**src/rtl/contador_updown_param.sv**
```systemverilog
// Saturating up/down occupancy counter with load, level flags,
// sticky overflow/underflow errors and a peak-occupancy register.
module contador_updown_param #(
    parameter int WIDTH     = 3,
    parameter int MAX       = 7,
    parameter int AF_THRESH = 6
) (
    input  logic             clk,
    input  logic             rst,
    input  logic             Z0,
    input  logic             Z1,
    input  logic             load,
    input  logic [WIDTH-1:0] load_val,
    input  logic             clr_err,
    output logic [WIDTH-1:0] c,
    output logic             lleno,
    output logic             vacio,
    output logic             casi_lleno,
    output logic             overflow_err,
    output logic             underflow_err,
    output logic [WIDTH-1:0] pico
);

    localparam logic [WIDTH-1:0] MAXV = WIDTH'(MAX);
    localparam logic [WIDTH-1:0] AFV  = WIDTH'(AF_THRESH);

    typedef enum logic [2:0] {
        OP_HOLD,
        OP_LOAD,
        OP_INC,
        OP_DEC,
        OP_SAT_HI,
        OP_SAT_LO
    } op_t;

    op_t              op;
    logic [WIDTH-1:0] c_next;
    logic [WIDTH-1:0] pico_next;
    logic [WIDTH-1:0] load_sat;
    logic             ovf_set;
    logic             unf_set;
    logic             ovf_next;
    logic             unf_next;

    // Level flags decode straight from the registered count.
    always_comb begin
        lleno      = (c == MAXV);
        vacio      = (c == '0);
        casi_lleno = (c >= AFV);
    end

    // Classify this cycle's request; load outranks Z0/Z1, 11 nets to hold.
    always_comb begin
        op = OP_HOLD;
        unique case (1'b1)
            load:
                op = OP_LOAD;
            (!load && Z0 && !Z1):
                op = lleno ? OP_SAT_HI : OP_INC;
            (!load && Z1 && !Z0):
                op = vacio ? OP_SAT_LO : OP_DEC;
            default:
                op = OP_HOLD;
        endcase
    end

    // Next count, clamping loaded values to the ceiling.
    always_comb begin
        load_sat = (load_val > MAXV) ? MAXV : load_val;
        c_next   = c;
        case (op)
            OP_LOAD: c_next = load_sat;
            OP_INC:  c_next = c + 1'b1;
            OP_DEC:  c_next = c - 1'b1;
            default: c_next = c;
        endcase
    end

    // Sticky errors: a new error beats a simultaneous clear.
    always_comb begin
        ovf_set  = (op == OP_SAT_HI);
        unf_set  = (op == OP_SAT_LO);
        ovf_next = ovf_set | (overflow_err & ~clr_err);
        unf_next = unf_set | (underflow_err & ~clr_err);
    end

    // Peak follows the new count so it moves in step with c.
    always_comb begin
        pico_next = (c_next > pico) ? c_next : pico;
    end

    // State registers, cleared asynchronously.
    always_ff @(posedge clk or posedge rst) begin
        if (rst) begin
            c             <= '0;
            pico          <= '0;
            overflow_err  <= 1'b0;
            underflow_err <= 1'b0;
        end else begin
            c             <= c_next;
            pico          <= pico_next;
            overflow_err  <= ovf_next;
            underflow_err <= unf_next;
        end
    end

endmodule

```
**config.mk**
```make
export PLATFORM = sky130hd
export DESIGN_NAME = contador_updown_param
export DESIGN_NICKNAME = d
export VERILOG_FILES = /design/src/rtl/contador_updown_param.sv
export SDC_FILE = /design/constraint.sdc
export NUM_CORES = 1
export LEC_CHECK = 0
export BUFFER_PORTS_ARGS = -buffer_cell sky130_fd_sc_hd__buf_4
export CAP_MARGIN = 40
export CORE_MARGIN = 5
export CORE_UTILIZATION = 30
export CTS_BUF_LIST = sky130_fd_sc_hd__clkbuf_4
export DETAILED_ROUTE_END_ITERATION = 16
export MAX_ROUTING_LAYER = met4
export PLACE_DENSITY = 0.61
export SLEW_MARGIN = 20
export SYNTH_ARGS = -nofsm -noshare
export SYNTH_HDL_FRONTEND = slang
export SYNTH_SLANG_ARGS = --single-unit
export TNS_END_PERCENT = 30
```
**constraint.sdc**
```tcl
create_clock -name clk -period 9 [get_ports clk]
set_clock_uncertainty 0.1 [all_clocks]
set_input_delay 1.8 -clock clk [delete_from_list [all_inputs] [get_ports clk]]
set_output_delay 1.8 -clock clk [all_outputs]
set_load 0.02 [all_outputs]
```
### After elaboration in Yosys (flattened, before gate mapping)

Index checks and enable logic that the tools add are counted.

* bits in registers: 8
* output and inout port bits: 11
* input bits: 9

* multiplexer cells: 5
* order comparisons: 3
* add/subtract/negate cells: 2
* equality and inequality tests: 6
* bitwise logic cells: 5
* reductions and logical operators: 8

Operators by type and width (count)
* one-hot mux 3 bit (3 select lines): 2
* == test 3 bit (second input constant): 3
* two-way mux 3 bit: 3
* == test 3 x 2 -> 1 bit (second input constant): 2
* logical AND 1 bit: 4
* adder 3 x 1 -> 3 bit (second input constant): 1
* == test 3 x 1 -> 1 bit (second input constant): 1
* >= comparator 3 bit (second input constant): 1
* > comparator 3 bit: 1
* > comparator 3 bit (second input constant): 1
* zero test 1 bit: 3
* zero test 3 bit: 1
* subtractor 3 x 1 -> 3 bit (second input constant): 1
* bitwise AND 1 bit: 2
* bitwise OR 1 bit: 2
* NOT 1 bit: 1

### Logic depth before layout (Yosys ltp)

Gate-level depths: netlist of the first run.

* depth after elaboration: 7
* gate-level depth with buffers: 12
* depth with buffers taken out: 11

### Worst setup path before layout of the first run

OpenSTA, ideal clock, no wires.

* kind: input port to flip-flop
* from: input load
* to: register pico[0]
* setup time: 0.125 ns
* buffers on the path: 1
* setup slack: 4.400 ns
* stages on the path: 11
* arrival time: 4.375 ns
* cells stage by stage: clkbuf_1 > nor3_1 > fa_1 > or3b_1 > a21oi_1 > o41ai_2 > ha_1 > nor2b_1 > o21ai_0 > a32oi_1 > mux2_2

* word-level cells in the longest chain between the ends: 7
* elaborated cells between the ends (all ways): 11
* those cells by class: 1 x order compare; 3 x eq/ne; 2 x mux; 5 x reduce/logical

Ends and longest elaborated chain
* start, declared: RTL line 12 `input logic load,`
* zero test 1 bit: RTL line 58, 60
* logical AND 1 bit, on equally long branches (2 in series): RTL line 60, 58
* one-hot mux 3 bit (3 select lines) *: RTL line 55 `unique case (1'b1)`
* == test 3 x 2 -> 1 bit or == test 3 x 1 -> 1 bit (tied branches): RTL line 71 `case (op)`
* one-hot mux 3 bit (3 select lines) *: RTL line 71
* via c_next[1]: RTL line 37 `logic [WIDTH-1:0] c_next;`
* > comparator 3 bit *: RTL line 89 `pico_next = (c_next > pico) ? c_next : pico;`
* end signal, assigned: RTL line 101 `pico <= pico_next;`
* end, declared: RTL line 21 `output logic [WIDTH-1:0] pico`

Mark *: on every way through the listed nets, which the timed path passes. The rest lies on a longest branch.
A chain may end at the register's enable or synchronous reset.

### Worst setup path in the final report of the first run

* from: input Z0
* to: register pico[0]

* word-level cells in the longest chain between the ends: 6
* elaborated cells between the ends (all ways): 10
* those cells by class: 1 x order compare; 3 x eq/ne; 2 x mux; 4 x reduce/logical

Ends and longest elaborated chain
* start, declared: RTL line 10 `input logic Z0,`
* zero test 1 bit or logical AND 1 bit (tied branches): RTL line 60, 58
* logical AND 1 bit, on equally long branches: RTL line 60, 58
* one-hot mux 3 bit (3 select lines) *: RTL line 55
* == test 3 x 2 -> 1 bit or == test 3 x 1 -> 1 bit (tied branches): RTL line 71
* one-hot mux 3 bit (3 select lines) *: RTL line 71
* via c_next[1]: RTL line 37
* > comparator 3 bit *: RTL line 89

Marked as above.

==> results.cfg, run 1 <==
[synthesis]
yosys.area.top_type = dfrtp_1
synthXorXnorAreaFrac_pct = 0
synthArstFlopShare_pct = 100
synth_top_family_by_area = simple AND/OR/NAND/NOR gates
synth_top_area_share_pct = 32.8
netlist_area_um2 = 611
synth-seq-area-share_pct = 32.8
ys.warnings.count = 0
synth_compound_area_share_pct = 18.0
avgSynthCellArea_um2 = 9.69
synth_area_leaders = dfrtp_1, ha_1, mux2_2
synth_edf_count = 0
synthMuxAreaShare_pct = 5.53
ys.flop_type = dfrtp_1
synthCells = 63
synthAdderAreaFrac_pct = 9.43
yosys.area_share.simple_pct = 26.8
synth_commonest_cells = dfrtp_1, inv_1, nor2_1
syn_nets = 76
synth_cell_types = 34
ys_ff_latch = 8

[timing]
hold_slack_ns = 0.417
setup-violations-final = 0
slew_violations = 0
post-route-period-util_pct = 52.2
tns_ns = 0
post-route-min-period_ns = 4.70
finalHoldViolCount = 0
clock.fmax_ghz = 0.213
rsz0062_at_grt = no
worst_pin_slew_ns = 0.414
relSlewSlack_pct = 72.1

[setup_path]
critPathKind = in -> reg
critPathBufInv = 1
critPathRequiredTime_ns = 9.04
r2r_end = pico[0]
worstRegToRegCells = 11
r2r_start = c[1]
crit_fanout = 7
crit_chain = buf_4, nand2b_1, nor3_1, fa_1, or3b_1, a21oi_1, o41ai_2, ha_1, nor2b_1, o21ai_0, a32oi_1, mux2_2
critical_path_arrival_ns = 4.74
crit_path_end_kind = flop
crit_family = simple AND/OR/NAND/NOR gates
slowest_stage = fa_1
cp-start-kind = primary input
crit_path_max_incr_delay_ns = 0.46
regToRegSetupSlack_ns = 5.50

[clocking]
cts_tree = built
cts-resized-gates = 0
clkSinkCount = 8
cts_setup_buffers = 0
insertion_delay_ns = 0.26
cts_hold_buf = 0
clock-root-buffer = clkbuf_4
numCtsBuffers = 3
ctsLongestPathBuffers = 2
clk_pin_slew_ns = 0.05
cts_htree_levels = 1

[global_routing]
grt_pass1_vias = 516
antenna_found_initial = 0
grt_max_degree = 12
grt_overflow_total = 0
gr-usage-all-layers_pct = 9.78
grt_pass1_wl_um = 2080

[job]
maxCapViolCount = 0

[floorplanning]
die-height_um = 55.1
rows = 16
io_pins = 20
core_region_area_mm2 = 0.00194
die_w_um = 55.1
start_util_pct = 31.4
dieArea_mm2 = 0.00304

[finish]
final_net_count = 98
area_growth_pct = 30.1
post-route-util_pct = 40.9
antenna_cells = 0
drive_gt1_share_pct = 33.7

[pwr]
p_sw_uw = 66.6
power_frac_comb_pct = 51.4
vdd_ir_drop_max_uv = 106
power.total_uw = 172
p_int_uw = 106
pwr-share-seq_pct = 32.6
p_leak_nw = 0.386
p_per_area_mw_per_mm2 = 217
switching_share_pct = 38.7
clkPwrFrac_pct = 16.0

[placed_design]
io_buffers = 19
gp_congestion = 0.778
dp_hpwl_um = 1080

[detailed_routing]
antenna_left = 0
vias = 529
drt_iter0_drc = 9
drtPass1Iterations = 4
drc_errors = 0
viasPerCell = 4.81
routed_wl_um = 1340
avgRoutedWirePerCell_um = 12.2

[worst_hold_path]
hold_depth = 1
hold_path_class = reg -> reg
min_from = overflow_err
hold_end = overflow_err

[status]
outcome = finished, final reports clean
## kinds of logic (layout without fill, tap and decap cells)
family | count (synthesis) | after routing
flops | 8 | 8
buf+inv | 10 | 30
compound gates | 13 | 13
mux | 3 | 3
simple gates | 25 | 25
fa+ha+maj | 4 | 4
## worst max-delay path by stage
stage               to  cells after the start  from
4_1_cts        pico[0]                     12    Z0
3_3_place_gp   pico[0]                     12    Z0
2_1_floorplan  pico[0]                     11  load
6_report       pico[0]                     12    Z0
3_5_place_dp   pico[2]                     12    Z0
5_1_grt        pico[0]                     12    Z0
## state kept, by name, indices dropped and copies added, names as in the netlist
register / count
c: 3
overflow_err: 1
underflow_err: 1
pico: 3
## cells in the final DEF, fill, tap and decap left out, types with 2 or more instances in the layout
cell type / count
buf_4: 19
inv_1: 8
dfrtp_1: 8
nor2_1: 4
nand2b_1: 3
or3b_1: 3
mux2_2: 3
ha_1: 3
clkbuf_4: 3
nand2_1: 2
nor2b_1: 2
o21ai_0: 2
nor3_1: 2
## power groups by stage
| stage | Clock (mW) | Combinational, mW | Sequential (mW) |
|---|---|---|---|
| 2_1_floorplan | 0 | 0.0504 | 0.0653 |
| 3_3_place_gp | 0 | 0.0869 | 0.0567 |
| 3_5_place_dp | 0 | 0.0897 | 0.0566 |
| 4_1_cts | 0.0284 | 0.0899 | 0.0562 |
| 5_1_grt | 0.0289 | 0.0966 | 0.0585 |
| 6_report | 0.0275 | 0.0885 | 0.0562 |
## stage by stage
step | worst slack, ns | cells | area (um2)
6_report | 4.30 | 110 | 795
4_1_cts | 4.30 | 110 | 795
3_5_place_dp | 4.04 | 107 | 772
5_1_grt | 4.12 | 110 | 795
3_3_place_gp | 4.08 | 107 | 772
2_1_floorplan | 4.40 | 63 | 611
## metal layers
layer | up-vias | track usage (%) | wire length (um)
met5 | - | - | 0
met4 | 0 | 4.86 | 21
met3 | 3 | 0.804 | 83
met2 | 17 | 16.9 | 612
met1 | 239 | 11.3 | 622
li1 | 270 | - | -
## layout make-up
cell class	instances	area, um2
Clock buffer	3	22.5
Fill cell	222	1150
Inverter	8	30.0
Multi-Input combinational cell	45	365
Sequential cell	8	200
Tap cell	27	33.8
Timing Repair Buffer	19	143
Note: power is estimated with default switching activity, not from simulation.
==> run 2: changes to the inputs <==
- ABC_AREA: not set -> 1
- PLACE_DENSITY: 0.61 -> 0.62
- clock period: 9 -> 4.34 ns (I/O delays scaled with it)
==> run 2 against run 1 <==
  * First-iteration DRC count unchanged
  * Combinational power up 120%
  * Setup slack worse by 3.2 ns
  * Die area down 5.6%
  * Critical path type unchanged
  * Wire length down 8.0%
  * Critical path depth up 9
  * Final area down 3.6%
  * Worst hold slack worse by 0.0041 ns
==> results.cfg, run 2 <==
[synthesis]
avgSynthCellArea_um2 = 7.12
synth_area_leaders = dfrtp_1, nand2_1, inv_1
synth_cell_types = 15
netlist_area_um2 = 569
ys.warnings.count = 0
synth_edf_count = 0
yosysMostFrequentCell = nand2_1
yosys.area.top_type = dfrtp_1
ys.flop_type = dfrtp_1
synthCells = 80
ys_ff_latch = 8
synthArstFlopShare_pct = 100
synth_top_area_share_pct = 35.2
syn_nets = 93
synth_commonest_cells = nand2_1, inv_1, dfrtp_1, nand3_1
synth-seq-area-share_pct = 35.2

[detailed_routing]
viasPerCell = 4.29
drtPass1Iterations = 4
antenna_left = 0
avgRoutedWirePerCell_um = 9.71
vias = 545
drc_errors = 0
drt_iter0_drc = 9
routed_wl_um = 1230

[finish]
top_regs = c: 3 flops, pico: 3 flops
finalNonFillerCells = 127
post-route-util_pct = 43.4
antenna_cells = 0
layout_common_cells = nand2_1, buf_4, inv_1, nand3_1, dfrtp_1
final_net_count = 117
area_growth_pct = 34.5
layout.cells.most_common = nand2_1
drive_gt1_share_pct = 31.4

[global_routing]
antenna_found_initial = 0
grt_pass1_vias = 521
gr-usage-all-layers_pct = 9.96
grt_overflow_total = 0
grt_pass1_wl_um = 1980
grt_max_degree = 9

[clocking]
cts_htree_levels = 1
clk_pin_slew_ns = 0.05
cts_tree = built
insertion_delay_ns = 0.25
cts-resized-gates = 0
cts_setup_buffers = 0
clkSinkCount = 8
numCtsBuffers = 3
cts_hold_buf = 0
ctsLongestPathBuffers = 2
clock-root-buffer = clkbuf_4

[placed_design]
dp_hpwl_um = 1070
gp_congestion = 0.849
io_buffers = 19
dp_cells = 124

[setup_path]
worstRegToRegCells = 19
crit_path_max_incr_delay_ns = 0.38
crit_chain = buf_4, inv_1, nand2_1, nor2_2, nand2_2, inv_1, fa_1, nand2_1, nand2_1, nand2_1, nand2_1, nand2_1, nand3_1, and2_1, ha_1, nand2_1, o21a_1, a21oi_1, inv_1, nand2_1, nand2_1
critPathRequiredTime_ns = 4.38
crit_path_end_kind = flop
r2r_end = pico[2]
critical_path_arrival_ns = 3.26
cp_common_cell = nand2_1
r2r_start = c[0]
regToRegSetupSlack_ns = 1.34
cp-start-kind = primary input
slowest_stage = fa_1
critPathKind = in -> reg
crit_fanout = 4

[pwr]
p_per_area_mw_per_mm2 = 468
p_leak_nw = 0.457
vdd_ir_drop_max_uv = 292
power.total_uw = 359

[floorplanning]
die_w_um = 53.6
die-height_um = 53.6
io_pins = 20
dieArea_mm2 = 0.00287
core_region_area_mm2 = 0.00176
rows = 15
start_util_pct = 32.3

[worst_hold_path]
min_from = pico[2]
hold_end = pico[2]
hold_depth = 2
hold_path_class = reg -> reg

[timing]
slew_violations = 0
clock.fmax_ghz = 0.310
worst_pin_slew_ns = 0.309
hold_slack_ns = 0.413
post-route-min-period_ns = 3.22
post-route-period-util_pct = 74.2
setup-violations-final = 0
finalHoldViolCount = 0
tns_ns = 0
relSlewSlack_pct = 79.4
rsz0062_at_grt = no

[job]
maxCapViolCount = 0

[status]
outcome = finished, final reports clean
==> run 2: logic make-up after synthesis <==
kind of cell,share of synthesized area (%)
AND/OR/NAND/NOR,36.5
buffers and inverters,12.5
flip-flops,35.2
AO/OA/AOI/OAI,5.71
adder cells (fa/ha/maj),10.1
==> run 2: metal layers <==
layer	wire, um	track usage [%]	vias to the layer above
li1	-	-	291
met1	578	11.2	233
met2	535	15.5	17
met3	96	2.77	4
met4	23	6.38	0
met5	0	-	-
==> run 2: final cells by class <==
type | count | area (um2)
inverter | 19 | 71.3
fill | 200 | 998
multi-input combinational | 53 | 298
sequential | 8 | 200
timing repair buffer | 19 | 143
tap | 25 | 31.3
clock buffer | 3 | 22.5
==> run 2: how the worst max path moves through the flow <==
stage	startpoint	endpoint	cells past startpoint
3_5_place_dp	Z0	pico[2]	21
3_3_place_gp	Z0	pico[2]	21
2_1_floorplan	Z0	pico[1]	20
5_1_grt	Z0	pico[1]	21
6_report	Z0	pico[2]	21
4_1_cts	Z0	pico[2]	21
==> run 2: stage by stage <==
step	setup WS, ns	cell area [um2]
floorplan	1.21	569
global placement	0.898	743
detailed placement	0.850	743
CTS	1.11	766
global route	0.875	766
finish	1.12	766
==> run 2: report_power, final <==
part	internal (mW)	switching, mW	total, mW
clock	0.0316	0.0240	0.0555
combinational	0.0780	0.113	0.191
sequential	0.0948	0.0177	0.112
total	0.204	0.154	0.359
==> run 2: worst max-delay path: cells and delay by family <==
kind            cells  cell delay [ns]
fa+ha+maj           2             0.68
buf+inv             4             0.31
simple gates       13             0.98
compound gates      2             0.41
==> run 3: changes to the inputs <==
- clock period: 4.34 -> 3.23 ns (I/O delays scaled with it)
==> run 3 against run 2 <==
  * Setup slack worse by 0.73 ns
  * Global-route usage stayed put
  * Critical path depth is 2 lower
  * Final area is 2.0% higher
  * Final cell count is 1.6% higher
  * Sequential power is 36% higher
  * Register-to-register slack worse by 0.95 ns
  * Worst hold slack worse by 0.17 ns
  * First-iteration DRC count is 140% higher
  * Wire length is 0.41% lower
==> results.cfg, run 3 (synthesis gave the netlist of run 2 again) <==
[status]
outcome = finished, final reports clean

[timing]
relSlewSlack_pct = 79.7
setup-violations-final = 0
post-route-min-period_ns = 2.84
tns_ns = 0
worst_pin_slew_ns = 0.305
clock.fmax_ghz = 0.352
slew_violations = 0
rsz0062_at_grt = no
post-route-period-util_pct = 88.0
finalHoldViolCount = 0

[setup_path]
crit_chain = inv_1, nand3_1, nand2_2, inv_1, fa_1, nand2_1, nand2_1, nand2_1, nand2_1, nand2_1, nand3_1, and2_1, ha_1, a21oi_1, o21a_1, a21oi_1, buf_4, nand3_1, nand2_1
cp-start-kind = flop
critPathBufInv = 3
regToRegSetupSlack_ns = 0.39
r2r_end = pico[1]
crit_fanout = 5
critPathRequiredTime_ns = 3.26
critical_path_arrival_ns = 2.88
critPathKind = reg -> reg
crit_path_max_incr_delay_ns = 0.44
startpoint = c[1]
crit_path_end_kind = flop
crit_family = simple AND/OR/NAND/NOR gates
r2r_start = c[1]
worstRegToRegCells = 19
slowest_stage = dfrtp_1
cp_common_cell = nand2_1

[detailed_routing]
avgRoutedWirePerCell_um = 9.52
routed_wl_um = 1230
routed.top_layer = met4
drt_iter0_drc = 22
met2_length_um = 514
viasPerCell = 4.33
routed-wl-met3_um = 101
wl_met1_um = 601
vias = 558
drtPass1Iterations = 4
drc_errors = 0
antenna_left = 0

[global_routing]
gr-usage-all-layers_pct = 9.96
antenna_found_initial = 0
grt_overflow_total = 0
grt_pass1_wl_um = 2080
grt_max_degree = 9
grt_pass1_vias = 508

[finish]
layout_common_cells = nand2_1, buf_4, inv_1, nand3_1, dfrtp_1
final_net_count = 119
drive_gt1_share_pct = 32.7
post-route-util_pct = 44.3
top_regs = c: 3 flops, pico: 3 flops
layout.cells.most_common = nand2_1
area_growth_pct = 37.1
antenna_cells = 0

[floorplanning]
core_region_area_mm2 = 0.00176
start_util_pct = 32.3
die_w_um = 53.6
dieArea_mm2 = 0.00287
io_pins = 20
die-height_um = 53.6
rows = 15

[clocking]
cts_htree_levels = 1
cts_tree = built
clock-root-buffer = clkbuf_4
cts_hold_buf = 0
clk_pin_slew_ns = 0.05
cts-resized-gates = 0
cts_setup_buffers = 0
numCtsBuffers = 3
ctsLongestPathBuffers = 2
clkSinkCount = 8
insertion_delay_ns = 0.25

[job]
maxCapViolCount = 0

[placed_design]
io_buffers = 19
dp_hpwl_um = 1080
gp_congestion = 0.788

[pwr]
p_per_area_mw_per_mm2 = 637
p_leak_nw = 0.466
vdd_ir_drop_max_uv = 406

[worst_hold_path]
hold_path_class = in -> async
run 3: layout make-up:
type                    count  area [um2]
fillers                   197         983
flip-flops and latches      8         200
inverters                  19        71.3
multi-input cells          53         298
repair buffers             21         158
clock buffers               3        22.5
well taps                  25        31.3
run 3: how the worst max path moves through the flow:
stage	endpoint	slack, ns	cells past startpoint
3_5_place_dp	pico[1]	0.14	21
5_1_grt	pico[1]	0.1	19
3_3_place_gp	pico[1]	0.20	21
6_report	pico[1]	0.39	19
4_1_cts	pico[1]	0.37	19
2_1_floorplan	pico[1]	0.32	20
run 3: routing by layer:
metal	up-vias	track usage, %
met5	-	-
met4	0	3.83
met3	2	1.94
met2	21	14.5
met1	241	13.5
li1	294	-
run 3: metrics by stage:
step / instances / power (mW) / area, um2 / worst slack, ns / hold slack [ns]
final: 129 / 0.497 / 781 / 0.387 / 0.241
after CTS: 129 / 0.505 / 781 / 0.369 / 0.253
after global routing: 129 / 0.550 / 781 / 0.0965 / 0.264
after floorplan: 80 / 0.321 / 569 / 0.318 / 0.362
after global placement: 126 / 0.425 / 758 / 0.203 / 0.404
after detailed placement: 126 / 0.429 / 758 / 0.137 / 0.408
run 3: where the power goes:
| part | total (mW) | switching (mW) | internal [mW] |
|---|---|---|---|
| sequential | 0.152 | 0.0251 | 0.127 |
| clock | 0.0736 | 0.0313 | 0.0423 |
| combinational | 0.271 | 0.152 | 0.119 |
